`src/rtl/line_buffer_window.sv`:
```
// Streams raster pixels through KERNEL-1 row buffers and emits one KERNEL-tall
// pixel column per accepted pixel once enough rows are buffered.
module line_buffer_window #(
  parameter int WORDWIDTH  = 32,
  parameter int FIG_WIDTH  = 28,
  parameter int FIG_HEIGHT = 28,
  parameter int KERNEL     = 3,
  parameter int COL_BITS   = 5,
  parameter int ROW_BITS   = 5
) (
  input  logic                          clk,
  input  logic                          rst,
  input  logic                          clear,
  input  logic [WORDWIDTH-1:0]          din,
  input  logic                          in_valid,
  output logic                          in_ready,
  output logic [KERNEL*WORDWIDTH-1:0]   dout,
  output logic                          out_valid,
  input  logic                          out_ready,
  output logic [ROW_BITS-1:0]           out_row,
  output logic [COL_BITS-1:0]           out_col,
  output logic                          out_last
);

  localparam int ADDR_W = (FIG_WIDTH > 2) ? $clog2(FIG_WIDTH) : 1;
  localparam logic [COL_BITS-1:0] LAST_COL      = COL_BITS'(FIG_WIDTH - 1);
  localparam logic [ROW_BITS-1:0] LAST_ROW      = ROW_BITS'(FIG_HEIGHT - 1);
  localparam logic [ROW_BITS-1:0] FIRST_OUT_ROW = ROW_BITS'(KERNEL - 1);

  // line_mem[0] holds the most recent row, line_mem[KERNEL-2] the oldest
  logic [WORDWIDTH-1:0] line_mem [KERNEL-1][FIG_WIDTH];

  logic [COL_BITS-1:0]        col_cnt;
  logic [ROW_BITS-1:0]        row_cnt;
  logic [ADDR_W-1:0]          rd_addr;
  logic                       accept;
  logic                       produce;
  logic                       col_wrap;
  logic                       frame_end;
  logic [KERNEL*WORDWIDTH-1:0] column_p0;

  assign in_ready  = ~out_valid | out_ready;
  assign accept    = in_valid & in_ready & ~clear;
  assign produce   = accept & (row_cnt >= FIRST_OUT_ROW);
  assign rd_addr   = col_cnt[ADDR_W-1:0];
  assign col_wrap  = (col_cnt == LAST_COL);
  assign frame_end = col_wrap & (row_cnt == LAST_ROW);

  // Stage p0: assemble the column from the live pixel and the old buffer words
  always_comb begin
    column_p0 = '0;
    column_p0[KERNEL*WORDWIDTH-1 -: WORDWIDTH] = din;
    for (int j = 0; j < KERNEL - 1; j++) begin
      column_p0[(KERNEL-2-j)*WORDWIDTH +: WORDWIDTH] = line_mem[j][rd_addr];
    end
  end

  // Rows shift down one buffer per column; reads above see pre-write contents
  always_ff @(posedge clk) begin
    if (accept) begin
      line_mem[0][rd_addr] <= din;
      for (int j = 1; j < KERNEL - 1; j++) begin
        line_mem[j][rd_addr] <= line_mem[j-1][rd_addr];
      end
    end
  end

  always_ff @(posedge clk or posedge rst) begin
    if (rst) begin
      col_cnt <= '0;
      row_cnt <= '0;
    end else if (clear) begin
      col_cnt <= '0;
      row_cnt <= '0;
    end else if (accept) begin
      if (col_wrap) begin
        col_cnt <= '0;
        row_cnt <= (row_cnt == LAST_ROW) ? '0 : row_cnt + ROW_BITS'(1);
      end else begin
        col_cnt <= col_cnt + COL_BITS'(1);
      end
    end
  end

  // Stage p1: one-entry output register, refilled in the same cycle it drains
  always_ff @(posedge clk or posedge rst) begin
    if (rst) begin
      out_valid <= 1'b0;
      out_last  <= 1'b0;
      out_row   <= '0;
      out_col   <= '0;
      dout      <= '0;
    end else if (clear) begin
      out_valid <= 1'b0;
    end else if (produce) begin
      out_valid <= 1'b1;
      out_last  <= frame_end;
      out_row   <= row_cnt;
      out_col   <= col_cnt;
      dout      <= column_p0;
    end else if (out_ready) begin
      out_valid <= 1'b0;
    end
  end

endmodule

```
`config.mk`:
```
export PLATFORM = sky130hd
export DESIGN_NAME = line_buffer_window
export DESIGN_NICKNAME = d
export VERILOG_FILES = /design/src/rtl/line_buffer_window.sv
export SDC_FILE = /design/constraint.sdc
export NUM_CORES = 2
export LEC_CHECK = 0
export ABC_CLOCK_PERIOD_IN_PS = 21500
export CAP_MARGIN = 25
export CELL_PAD_IN_SITES_DETAIL_PLACEMENT = 0
export CELL_PAD_IN_SITES_GLOBAL_PLACEMENT = 1
export CORE_AREA = 4 4 388 390
export CTS_CLUSTER_DIAMETER = 30
export CTS_CLUSTER_SIZE = 10
export DETAILED_ROUTE_END_ITERATION = 16
export DIE_AREA = 0 0 392 394
export PLACE_DENSITY_LB_ADDON = 0.1
export SETUP_SLACK_MARGIN = 0.2
export SKIP_LAST_GASP = 1
export SLEW_MARGIN = 20
export SYNTH_ARGS = -nofsm -noshare
export SYNTH_HDL_FRONTEND = slang
export SYNTH_SLANG_ARGS = --single-unit
export TNS_END_PERCENT = 5
```
`constraint.sdc`:
```
create_clock -name clk -period 21.5 [get_ports clk]
set_input_delay 5.375 -clock clk [delete_from_list [all_inputs] [get_ports clk]]
set_output_delay 5.375 -clock clk [all_outputs]
set_load 0.005 [all_outputs]
```
==> impl_metrics.tcl <==
set metrics [dict create \
    worstPathMaxFanout 6 \
    dp_cells 5784 \
    syn_avg_cell_area_um2 19.1 \
    cpMostUsedCell "clkdlybuf4s50_1" \
    drv_slew 0 \
    synth_area_leaders "edfxtp_1 74%, mux2i_1 10%, dfrtp_1 4.0%" \
    synthTopCellsByCount "1792 x edfxtp_1, 731 x mux2i_1, 252 x o22ai_1" \
    grt_first_pass_wirelength_um 280000 \
    h-tree-depth 5 \
    drv_cap 0 \
    rsz0062_at_grt "false" \
    nets 4322 \
    synth_enable_flop_cells 1792 \
    initialDrtViolationCount 3474 \
    leakagePower_nw 30.6 \
    critical-path-slowest-cell "clkdlybuf4s50_1" \
    numClockSinks 1910 \
    post_cts_resized 0 \
    ys.flop_type "edfxtp_1" \
    worstSetupPathType "in2out" \
    initial_core_util 0.496 \
    die_w_um 392 \
    area_delta_synth_final_pct 24.3 \
    synth-seq-area-share 0.778 \
    cts-hold-fix-buffers 0 \
    synth_seq_cells 1910 \
    startpoint_type "input port" \
    crit_required_ps 16120 \
    drt-total-wl_um 195000 \
    placedInstanceArea_um2 76900 \
    min_period_ps 11930 \
    grt_usage 0.253 \
    status "finished clean" \
    pre_cts_slack_ps 9570 \
    fin_crit_sh 0.555 \
    drt-vias-per-instance 5.91 \
    powerDensity_nw_per_um2 118 \
    hold_path_class "reg2reg" \
    fin_skew_ps 82.4 \
    critical_path_arrival_ps 6550 \
    clock_path_buffers 4 \
    drive_gt1_frac 0.214 \
    clk_pin_slew_ps 40 \
    synth_fp_nets 3863 \
    irDropWorstVdd_uv 72.9 \
    worst-slew-pin-transition_ps 1100 \
    cts_made_buffers 409 \
    reg2reg_slack_ps 14750 \
    die_area_um2 154000 \
    place_hpwl_um 102000 \
    crit_family "buffers and inverters" \
    yosysWarnings 0 \
    yosys.cell_types.count 58 \
    coreArea_um2 147000 \
    clock.fmax_ghz 0.0838 \
    rows 141 \
    synth_top_area_frac 0.737 \
    n_antenna_cell 0 \
    fin_ws_ps 9570 \
    stdcell_area_um2 90800 \
    syn-cell-area_um2 73000 \
    synthArstFlopShare 0.0618 \
    gp_congestion 0.744 \
    drc 0 \
    cts_tree "built" \
    netlist_instances 3819 \
    synth_most_common_cell "edfxtp_1" \
    via_count 38600 \
    path_buf_inv 2 \
    drt_first_pass_iters 6 \
    end_kind "output pin" \
    grt_pass1_vias 39700 \
    max_stage_delay_ps 540 \
    numPortBuffers 145 \
    final.setup.tns_ps 0 \
    synth_area_leader_cell "edfxtp_1" \
    ctsRootBufferMaster "clkbuf_16" \
    grt_max_degree 132 \
    setup_viol 0 \
    stdcell_count 6533 \
    die_h_um 394 \
    ant_nets 0 \
    cts_setup_buffers 0 \
    grt-ovfl-total 0 \
    finalHoldViolCount 0 \
    wl_per_cell_um 29.9 \
    antenna_found_initial 8 \
    slew_headroom 0.267 \
    worstSkewPairLatency_ps 940 \
    path_cells "clkdlybuf4s50_1 > nand2b_1 > clkdlybuf4s50_1" \
    io_pins 146 \
    hold_slack_ps 501 \
]
cell families (layout without fill, tap and decap cells):
family          after synthesis  count (layout)  synth area share
flops                      1910            1910             0.778
mux                         888             888             0.138
compound gates              477             477            0.0416
simple gates                302             302            0.0226
buf+inv                     232            1016            0.0187
fa+ha+maj                     7               7           0.00120
xor+xnor                      3               3          0.000360
path summary, 6_finish.rpt:
check                      startpoint  endpoint  cells past startpoint
min in group asynchronous         rst   dout[0]                      2
hold / removal               dout[44]  dout[44]                      1
setup reg to reg           col_cnt[0]   dout[2]                     10
max in group asynchronous         rst  dout[57]                      3
setup / recovery            out_ready  in_ready                      3
hold reg to reg              dout[44]  dout[44]                      1
per-layer routing:
metal,up-vias,global-route usage,share of wire
li1,16600,-,-
met5,-,0,0
met2,1450,0.405,0.49
met3,278,0.0569,0.068
met4,0,0.0797,0.027
met1,20300,0.349,0.42
area by class of cell:
| type | count | area [um2] |
|---|---|---|
| inverters | 4 | 20.0 |
| repair buffers | 276 | 2580 |
| flip-flops and latches | 1910 | 56800 |
| fillers | 10600 | 56400 |
| clock buffers | 485 | 10700 |
| clock inverters | 251 | 3010 |
| multi-input cells | 1677 | 15200 |
| well taps | 1930 | 2410 |
layout by cell type (no fill, tap or decap), types with 14 or more instances in the layout:
| cell type | instances |
|---|---|
| o21ai_0 | 55 |
| nand4_1 | 16 |
| clkbuf_16 | 415 |
| inv_6 | 19 |
| buf_4 | 110 |
| clkinv_2 | 58 |
| nand2_1 | 58 |
| nor4_1 | 30 |
| mux2_2 | 60 |
| clkbuf_1 | 61 |
| mux4_2 | 83 |
| a31oi_1 | 32 |
| nor2_1 | 49 |
| a221oi_1 | 31 |
| nand3_1 | 45 |
| edfxtp_1 | 1792 |
| clkdlybuf4s50_1 | 137 |
| nor2_4 | 26 |
| mux2_4 | 14 |
| clkinv_1 | 48 |
| a21oi_1 | 35 |
| mux2i_1 | 731 |
| clkinv_4 | 19 |
| bufinv_16 | 61 |
| a22oi_1 | 52 |
| dfrtp_1 | 115 |
| o22ai_1 | 252 |
| or4_1 | 31 |
| clkinvlp_4 | 44 |
state kept, by name (all words and copies together), names as in the netlist:
signal	count
line_mem	1792
dout	96
col_cnt	5
out_col	5
out_row	5
row_cnt	5
out_last	1
out_valid	1
stage by stage:
stage	power (mW)	utilization
global route	11.0	0.617
detailed placement	4.58	0.522
CTS	10.8	0.616
floorplan	4.42	-
global placement	4.57	0.522
finish	10.7	0.617
power breakdown:
| part | total, mW | switching (mW) | internal (mW) | leakage, nW |
|---|---|---|---|---|
| Clock | 6.17 | 1.91 | 4.26 | 6.60 |
| Sequential | 4.14 | 0.00818 | 4.14 | 17.7 |
| Combinational | 0.369 | 0.255 | 0.114 | 6.26 |
| Total | 10.7 | 2.18 | 8.51 | 30.6 |
Note: power is estimated with default switching activity, not from simulation.
